===== src/rtl/button_conditioner.sv =====
// N-channel push-button front end: synchroniser, debounce, edge pulses,
// long-press detection and auto-repeat, all registered in the MCLK domain.
module button_conditioner #(
  parameter int CHANNELS        = 4,
  parameter bit ACTIVE_LOW      = 1'b1,
  parameter int DEBOUNCE_CYCLES = 250000,
  parameter int LONG_CYCLES     = 25000000,
  parameter int REPEAT_CYCLES   = 5000000
) (
  input  logic                clk,
  input  logic                rst_n,
  input  logic [CHANNELS-1:0] btn_raw,
  output logic [CHANNELS-1:0] level,
  output logic [CHANNELS-1:0] rise,
  output logic [CHANNELS-1:0] fall,
  output logic [CHANNELS-1:0] long_press,
  output logic [CHANNELS-1:0] auto_repeat,
  output logic [CHANNELS-1:0] press_evt
);

  localparam int DEB_W    = $clog2(DEBOUNCE_CYCLES + 1);
  localparam int HOLD_MAX = (LONG_CYCLES > REPEAT_CYCLES) ? LONG_CYCLES : REPEAT_CYCLES;
  localparam int HOLD_W   = $clog2(HOLD_MAX + 1);
  localparam bit REPEAT_EN = (REPEAT_CYCLES != 0);

  localparam logic [DEB_W-1:0]  DEB_LAST  = DEB_W'(DEBOUNCE_CYCLES - 1);
  localparam logic [HOLD_W-1:0] LONG_LAST = HOLD_W'(LONG_CYCLES - 1);
  localparam logic [HOLD_W-1:0] REP_LAST  = HOLD_W'(REPEAT_EN ? REPEAT_CYCLES - 1 : 0);

  typedef enum logic [1:0] {IDLE, HELD, LONG} hold_state_t;

  logic [CHANNELS-1:0] pressed_in;
  logic [CHANNELS-1:0] sync1;
  logic [CHANNELS-1:0] sync2;

  // Normalise polarity so that 1 always means pressed from here on.
  assign pressed_in = btn_raw ^ {CHANNELS{ACTIVE_LOW}};

  always_ff @(posedge clk or negedge rst_n) begin
    if (!rst_n) begin
      sync1 <= '0;
      sync2 <= '0;
    end else begin
      sync1 <= pressed_in;
      sync2 <= sync1;
    end
  end

  for (genvar ch = 0; ch < CHANNELS; ch++) begin : g_ch
    logic [DEB_W-1:0]  deb_cnt;
    logic              level_q;
    logic              rise_q;
    logic              fall_q;
    logic              deb_done;
    logic              rise_evt;
    logic              fall_evt;
    hold_state_t       state;
    hold_state_t       state_nxt;
    logic [HOLD_W-1:0] hold_cnt;
    logic [HOLD_W-1:0] hold_cnt_nxt;
    logic              long_nxt;
    logic              rep_nxt;
    logic              long_q;
    logic              rep_q;
    logic              evt_q;

    assign deb_done = (sync2[ch] != level_q) && (deb_cnt == DEB_LAST);
    assign rise_evt = deb_done & sync2[ch];
    assign fall_evt = deb_done & ~sync2[ch];

    // Any cycle that agrees with the current level restarts the stability count.
    always_ff @(posedge clk or negedge rst_n) begin
      if (!rst_n) begin
        deb_cnt <= '0;
        level_q <= 1'b0;
        rise_q  <= 1'b0;
        fall_q  <= 1'b0;
      end else begin
        rise_q <= rise_evt;
        fall_q <= fall_evt;
        if (sync2[ch] == level_q) begin
          deb_cnt <= '0;
        end else if (deb_done) begin
          level_q <= sync2[ch];
          deb_cnt <= '0;
        end else begin
          deb_cnt <= deb_cnt + 1'b1;
        end
      end
    end

    always_ff @(posedge clk or negedge rst_n) begin
      if (!rst_n) begin
        state    <= IDLE;
        hold_cnt <= '0;
        long_q   <= 1'b0;
        rep_q    <= 1'b0;
        evt_q    <= 1'b0;
      end else begin
        state    <= state_nxt;
        hold_cnt <= hold_cnt_nxt;
        long_q   <= long_nxt;
        rep_q    <= rep_nxt;
        evt_q    <= rise_evt | rep_nxt;
      end
    end

    // hold_cnt is reused: long-press timer in HELD, repeat period timer in LONG.
    always_comb begin
      state_nxt    = state;
      hold_cnt_nxt = '0;
      case (state)
        IDLE: begin
          if (rise_evt) state_nxt = HELD;
        end
        HELD: begin
          if (hold_cnt == LONG_LAST) state_nxt = LONG;
          else hold_cnt_nxt = hold_cnt + 1'b1;
        end
        LONG: begin
          if (REPEAT_EN && (hold_cnt != REP_LAST)) hold_cnt_nxt = hold_cnt + 1'b1;
        end
        default: state_nxt = IDLE;
      endcase
      if (fall_evt) begin
        state_nxt    = IDLE;
        hold_cnt_nxt = '0;
      end
    end

    always_comb begin
      long_nxt = (state == HELD) && (hold_cnt == LONG_LAST) && !fall_evt;
      rep_nxt  = REPEAT_EN && (state == LONG) && (hold_cnt == REP_LAST) && !fall_evt;
    end

    assign level[ch]       = level_q;
    assign rise[ch]        = rise_q;
    assign fall[ch]        = fall_q;
    assign long_press[ch]  = long_q;
    assign auto_repeat[ch] = rep_q;
    assign press_evt[ch]   = evt_q;
  end

endmodule

===== config.mk =====
export PLATFORM = sky130hd
export DESIGN_NAME = button_conditioner
export DESIGN_NICKNAME = d
export VERILOG_FILES = /design/src/rtl/button_conditioner.sv
export SDC_FILE = /design/constraint.sdc
export NUM_CORES = 1
export LEC_CHECK = 0
export ABC_AREA = 1
export CAP_MARGIN = 20
export CORE_AREA = 2 2 220 222
export CTS_BUF_LIST = sky130_fd_sc_hd__clkbuf_4 sky130_fd_sc_hd__clkbuf_8
export CTS_CLUSTER_DIAMETER = 150
export DETAILED_ROUTE_END_ITERATION = 12
export DIE_AREA = 0 0 222 224
export PLACE_DENSITY = 0.46
export SLEW_MARGIN = 20
export SYNTH_ARGS = -nofsm -noshare
export SYNTH_HDL_FRONTEND = slang
export SYNTH_SLANG_ARGS = --single-unit

===== constraint.sdc =====
create_clock -name clk -period 1.7 [get_ports clk]
set_input_delay 0.34 -clock clk [delete_from_list [all_inputs] [get_ports clk]]
set_output_delay 0.34 -clock clk [all_outputs]
set_load 0.1 [all_outputs]

# Yosys cells after proc, flatten, opt, wreduce, memory -nomap -nowiden
# Index checks and enable logic that the tools add are counted.
[op_classes]
addsub = 8
eq_ne = 44
muxes = 40
bitwise_logic = 21
reduce_logical = 36
[ops]
columns = ["cell", "n"]
rows = [
  ["$mux 25", 12],
  ["$pmux 25 s2", 4],
  ["$mux 18", 8],
  ["$add 25x1->25 const B", 4],
  ["$eq 25x23->1 const B", 4],
  ["$eq 25x25->1 const B", 4],
  ["$ne 25x23->1 const B", 4],
  ["$add 18x1->18 const B", 4],
  ["$eq 18x18->1 const B", 4],
  ["$mux 2", 12],
  ["$ne 3x3->1 const B", 8],
  ["$pmux 2 s3", 4],
  ["$logic_and 1x1->1", 20],
  ["$reduce_and 3->1", 4],
  ["$and 1x1->1", 8],
  ["$eq 2x1->1 const B", 4],
  ["$eq 2x2->1 const B", 4],
  ["$logic_not 2->1", 4],
  ["$ne 2x2->1 const B", 4],
  ["$not 1->1", 8],
  ["$reduce_and 2->1", 4],
  ["$eq 1x1->1", 4],
  ["$logic_not 1->1", 4],
  ["$ne 1x1->1", 4],
  ["2 further kinds", 5],
]
[totals]
ff_bits = 212
in_bits = 6
out_inout_bits = 24
word_cells = 187

# Depth between registers and ports, before layout
[logic_depth]
ltp_word = 6
ltp_mapped = 12

# Worst setup path after synthesis
# No wires, ideal clock.
[synth_timing]
kind = "reg2reg"
from = "register g_ch[0].deb_cnt[0]"
to = "register g_ch[0].deb_cnt[11]"
arrival_time_ns = 1.470
required_time_ns = 1.571
path_slack_ns = 0.101
stages_incl_launch_ff = 11
n_path_buf = 0
period_less_slack_ns = 1.599
cell_sequence = "dfrtp_1 > ha_1 > nand2_1 > nor2_4 > inv_1 > nor2_1 > nand3_1 > nand2_2 > inv_2 > o21ai_0 > a21oi_1"
[synth_between]
elab_chain_len = 4
elab_cells_between_ends = 5
cone_classes = "add/sub: 1; eq/ne: 1; mux: 2; reduce/logical: 1"
[synth_rtl]
columns = ["item", "line_no", "rtl"]
rows = [
  ["start: declaration", "50", "logic [DEB_W-1:0] deb_cnt;"],
  ["start signal: assignment", "87", "deb_cnt <= deb_cnt + 1'b1;"],
  ["branches (longest 2 deep; another with $add 18x1->18)", "-", ""],
  ["$mux 18 *", "83", "end else if (deb_done) begin"],
  ["$mux 18 *", "81", "if (sync2[ch] == level_q) begin"],
]
# Every way passes the cells marked *.
# A chain may end at the register's enable or synchronous reset.

# Final worst setup path
[layout_timing]
from = "register g_ch[1].hold_cnt[0]"
to = "register g_ch[1].hold_cnt[12]"
[layout_between]
elab_chain_len = 4
elab_cells_between_ends = 7
cone_classes = "add/sub: 1; eq/ne: 2; mux: 4"
[layout_rtl]
columns = ["item", "line_no", "rtl"]
rows = [
  ["start: declaration", "59", "logic [HOLD_W-1:0] hold_cnt;"],
  ["start signal: assignment", "101", "hold_cnt <= hold_cnt_nxt;"],
  ["$add 25x1->25, or another cell as far along", "118, 121", ""],
  ["$mux 25 (on tied branches)", "121, 117", ""],
  ["$pmux 25 s2 *", "112", "case (state)"],
  ["$mux 25 *", "125", "if (fall_evt) begin"],
  ["net g_ch[1].hold_cnt_nxt[12]", "60", "logic [HOLD_W-1:0] hold_cnt_nxt;"],
]
# The timed path passes the listed nets; every way through them passes the cells marked *.

==> flow_summary.ini <==
[timing]
slew_headroom = 0.6755
fin_skew_ns = 0.02004
finalSetupTns_ns = 0
fin_crit_ns = 1.685
slew_violations = 0
rsz0062_at_grt = yes
max_freq_mhz = 593.5
hold_viol_final = 0
hold_slack_ns = 0.2335
tightest_slew_ns = 0.4831
finalCritPeriodShare = 0.9911
finalSetupViolCount = 0

[power_and_ir_drop]
power.density_nw_per_um2 = 713.5
irDropWorstVdd_mv = 0.3543
p_leak_uw = 0.007122

[synth]
yosysTopAreaCellShare = 0.4516
yosys.cell_types.count = 38
yosys_register_bits = 212
ys_top_cells_by_count = 289 x nand2_1, 272 x nor2_1, 236 x inv_1
synth.most_common_cell = nand2_1
ys_warn_count = 0
synth_cells = 1504
synth.net_count = 1534
yosys_most_used_dff = dfrtp_1
synth-edff-count = 0
ys_seq_area_frac = 0.4516
synth_area_leaders = dfrtp_1 45%, nand2_1 9.2%, nor2_1 8.7%
avgSynthCellArea_sq_um = 7.811
yosys.area.top_type = dfrtp_1
async_reset_ff_frac = 1.000
synth.cell_area_sq_um = 11750

[clock_network]
cts_buffers = 42
cts_tree = yes
htreeDepth = 2
cts.sinks = 212
clkLatencyLatePin_ns = 0.59
cts_buffer_depth = 3
path_clk_slew_ns = 0.06
root_buffer = clkbuf_8

[drt]
dr.pass1.iters = 8
antenna_left = 0
vias = 9978
drt-initial-drc-count = 512
post_drt_via_cell_ratio = 4.244
drc = 0
wl_per_cell_microns = 12.19
wl_mm = 28.65

[floorplan]
die_w_microns = 222
ios = 30
die_height_microns = 224
row_count = 80
initial_core_util = 0.2481
die-area_sq_um = 49730
core_sq_um = 47350

[finish]
area_delta_synth_final_pct = 35.05
num_antenna_cells = 0
drive_above_1_share = 0.2696
final_nets = 1735
fillCellCount = 4993
multi_input_area_sq_um = 5921
seqCellArea_sq_um = 5309

[grt]
gr-total-overflow = 0
grt_usage = 0.1130
antenna_found_initial = 0
grt_pass1_vias = 9825
grt_max_degree = 57
grt_pass1_wl_mm = 47.14

[critical_path]
critPathCaptureType = flip-flop
crit_arrival_ns = 2.16
crit_path_start_kind = flip-flop
worstPathRequired_ns = 2.18
path_class = reg -> reg
crit_fanout = 5

[place]
dp_hpwl_mm = 19.58
gp_congestion = 0.8632
numPortBuffers = 29

[min_path]
hold_class = in -> reg

[status]
status = completed

[run]
cap_violations = 0
-- registers in the layout (all words and copies together) (netlist names) --
register,flops
g_ch.deb_cnt,72
g_ch.evt_q,4
g_ch.fall_q,4
g_ch.hold_cnt,100
g_ch.level_q,4
g_ch.long_q,4
g_ch.rep_q,4
g_ch.rise_q,4
g_ch.state,8
sync1,4
sync2,4
-- per-layer routing --
| layer | global-route usage | vias to the layer above | part of all wire |
|---|---|---|---|
| met5 | 0 | - | 0 |
| met4 | 0.04185 | 0 | 0.023 |
| met1 | 0.1493 | 4679 | 0.47 |
| met3 | 0.02387 | 49 | 0.043 |
| met2 | 0.1821 | 170 | 0.46 |
| li1 | - | 5080 | - |
-- layout make-up --
| cell class | instances | share of cell area |
|---|---|---|
| clock inverters | 10 | 0.01002 |
| multi-input cells | 1016 | 0.3732 |
| flip-flops and latches | 212 | 0.3346 |
| well taps | 615 | 0.04850 |
| repair buffers | 190 | 0.1256 |
| clock buffers | 65 | 0.05047 |
| inverters | 243 | 0.05765 |
-- kinds of logic (layout without fill, tap and decap cells) --
family / after synthesis / in the layout / share of synthesized area
XOR/XNOR: 98 / 98 / 0.07306
adder cells (fa/ha/maj): 24 / 24 / 0.02556
buffers and inverters: 276 / 508 / 0.1008
AO/OA/AOI/OAI: 71 / 71 / 0.03344
flip-flops: 212 / 212 / 0.4516
AND/OR/NAND/NOR: 823 / 823 / 0.3156
-- power breakdown --
group / internal [uW] / leakage [uW] / switching [uW]
clock: 3610 / 0.000502 / 2330
sequential: 5080 / 0.00293 / 24.8
combinational: 89.1 / 0.00369 / 186
total: 8780 / 0.00712 / 2540
-- through the flow --
| step | cell area [sq um] | utilization | setup slack (ns) | power (uW) | instances |
|---|---|---|---|---|---|
| global route | 15870 | 0.3351 | -0.1359 | 11870 | 2351 |
| CTS | 14850 | 0.3137 | -0.001164 | 11600 | 2317 |
| floorplan | 11750 | - | 0.1013 | 5268 | 1504 |
| finish | 15870 | 0.3351 | 0.01513 | 11320 | 2351 |
| detailed placement | 13820 | 0.2918 | -0.02693 | 5469 | 2238 |
| global placement | 13820 | 0.2918 | -0.01701 | 5467 | 2238 |
-- critical path, cell delays in order (launching register included) --
cell	delay, ns
dfrtp_1	0.37
ha_2	0.22
nand3_4	0.11
nor3_4	0.20
nand4_1	0.14
nand2_1	0.10
nand2_2	0.07
nand2_4	0.13
clkbuf_16	0.18
nor2_1	0.04
-- what timing repair did --
action	4_1_cts	5_1_grt
gates resized for setup	13	179
pin swaps	4	50
setup endpoints to repair	41	156
cloned	0	9
setup buffers	3	25
hold endpoints to repair	165	0
hold buffers	1	0
-- worst paths after layout --
| path | endpoint | slack, ns | start | cells after the start |
|---|---|---|---|---|
| setup reg to reg | g_ch[1].hold_cnt[12] | 0.02 | g_ch[1].hold_cnt[0] | 9 |
| min in group asynchronous | g_ch[2].hold_cnt[18] | 0.24 | rst_n | 2 |
| hold reg to reg | sync2[1] | 0.35 | sync1[1] | 0 |
| hold / removal | sync1[1] | 0.23 | btn_raw[1] | 2 |
| max in group asynchronous | g_ch[0].hold_cnt[2] | 0.85 | rst_n | 3 |
| setup / recovery | g_ch[1].hold_cnt[12] | 0.02 | g_ch[1].hold_cnt[0] | 9 |
-- layout by cell type (no fill, tap or decap), drive strengths merged, types with 18 or more instances in the layout --
cell type	instances
buf	179
o21ai	27
dfrtp	212
xor2	80
nor3	63
a21oi	28
clkbuf	71
nand4	48
inv	244
xnor2	18
ha	24
nand3	94
nand2	300
nor2	301
(Power assumes the default switching activity.)
==> variant, RTL diff (config.mk and constraints unchanged) <==
Set the parameter `REPEAT_CYCLES` to 2500000 (it was 5000000).
--- a/src/rtl/button_conditioner.sv
+++ b/src/rtl/button_conditioner.sv
@@ -5,7 +5,7 @@
   parameter bit ACTIVE_LOW      = 1'b1,
   parameter int DEBOUNCE_CYCLES = 250000,
   parameter int LONG_CYCLES     = 25000000,
-  parameter int REPEAT_CYCLES   = 5000000
+  parameter int REPEAT_CYCLES   = 2500000
 ) (
   input  logic                clk,
   input  logic                rst_n,
Formal check against the unedited RTL: no difference found for any inputs over 10 cycles, from zero or initial values and one cycle with rst_n low; that may be too few to reach the edited logic, so the function may still have changed.
==> variant against the original RTL <==
Largest power group unchanged. Sequential power about the same. Area after synthesis decreased by 2.1%. Power decreased by 7.0%. Setup slack got worse by 0.012 ns. Worst hold slack got worse by 0.0079 ns. Routed wire length decreased by 5.8%. Final cell count decreased by 4.9%. Clock skew decreased by 0.00097 ns. Cell area decreased by 6.0%. Sequential share of layout area increased by 2.1 points. Sequential cell count unchanged. Critical path depth increased by 2.
==> variant: results (changes against the original RTL) <==
Hold Path Class -> in -> async
Internal power -> 8.13 mW (-7.4%)
Worst Setup SP -> g_ch[3].hold_cnt[0]
Met1 WL -> 13200 µm (-2.0%)
Pin count of the biggest net entering global routing -> 68 (+19%)
Sequential Power Share -> 48.6% (+3.5 points)
Status -> finished clean
Fin cells -> 2236 (-4.9%)
Max FO, Critical Path -> 6 (+1)
Final WL -> 27000 µm (-5.8%)
# fillers -> 5021 (+0.56%)
Detail Route met3 WL -> 904 µm (-26%)
Hpwl dp -> 18700 µm (-4.6%)
Via count -> 9461 (-5.2%)
Post-synthesis sequential area ratio -> 46.1% (+0.98 points)
First-pass GRT wire length -> 45300 µm (-3.8%)
Top cells by count, synth -> nor2_1 (303), nand2_1 (269), dfrtp_1 (212)
Clock network power share -> 48.9% (-3.5 points)
1st-pass router iterations -> 4 (-4)
Final net count -> 1626 (-6.3%)
Placement Setup Slack -> -0.0567 ns (-0.0298 ns)
Worst-Skew Late Latency -> 0.55 ns (-0.04 ns)
Placed cell areas -> 13200 µm² (-4.6%)
Share of cells above drive strength 1 -> 23.4% (-3.6 points)
Peak supply drop -> 0.405 mV (+14%)
==> variant: cell count changes after synthesis, sizes merged, moves of 7 or more <==
cell and delta:
nand2 -25, nor2 +36, inv -55, and3 +7
nor3 -11, xor2 -8
==> variant: layout make-up <==
type | instances | share of cell area (%)
clock inverter | 4 | 0.159
multi-input combinational | 1014 | 38.2
tap | 615 | 5.16
timing repair buffer | 140 | 10.8
inverter | 188 | 4.76
sequential | 212 | 35.6
clock buffer | 63 | 5.35
==> variant: logic make-up (layout without fill, tap and decap cells) <==
| logic type | after synthesis | after routing | share of synthesized area [%] |
|---|---|---|---|
| xor gates and xnor gates | 94 | 94 | 7.23 |
| buffers and inverters | 224 | 395 | 8.77 |
| DFF | 212 | 212 | 46.1 |
| adders and majority gates | 24 | 24 | 2.61 |
| and+or+nand+nor | 827 | 827 | 31.9 |
| AOI/OAI and AO/OA | 69 | 69 | 3.40 |
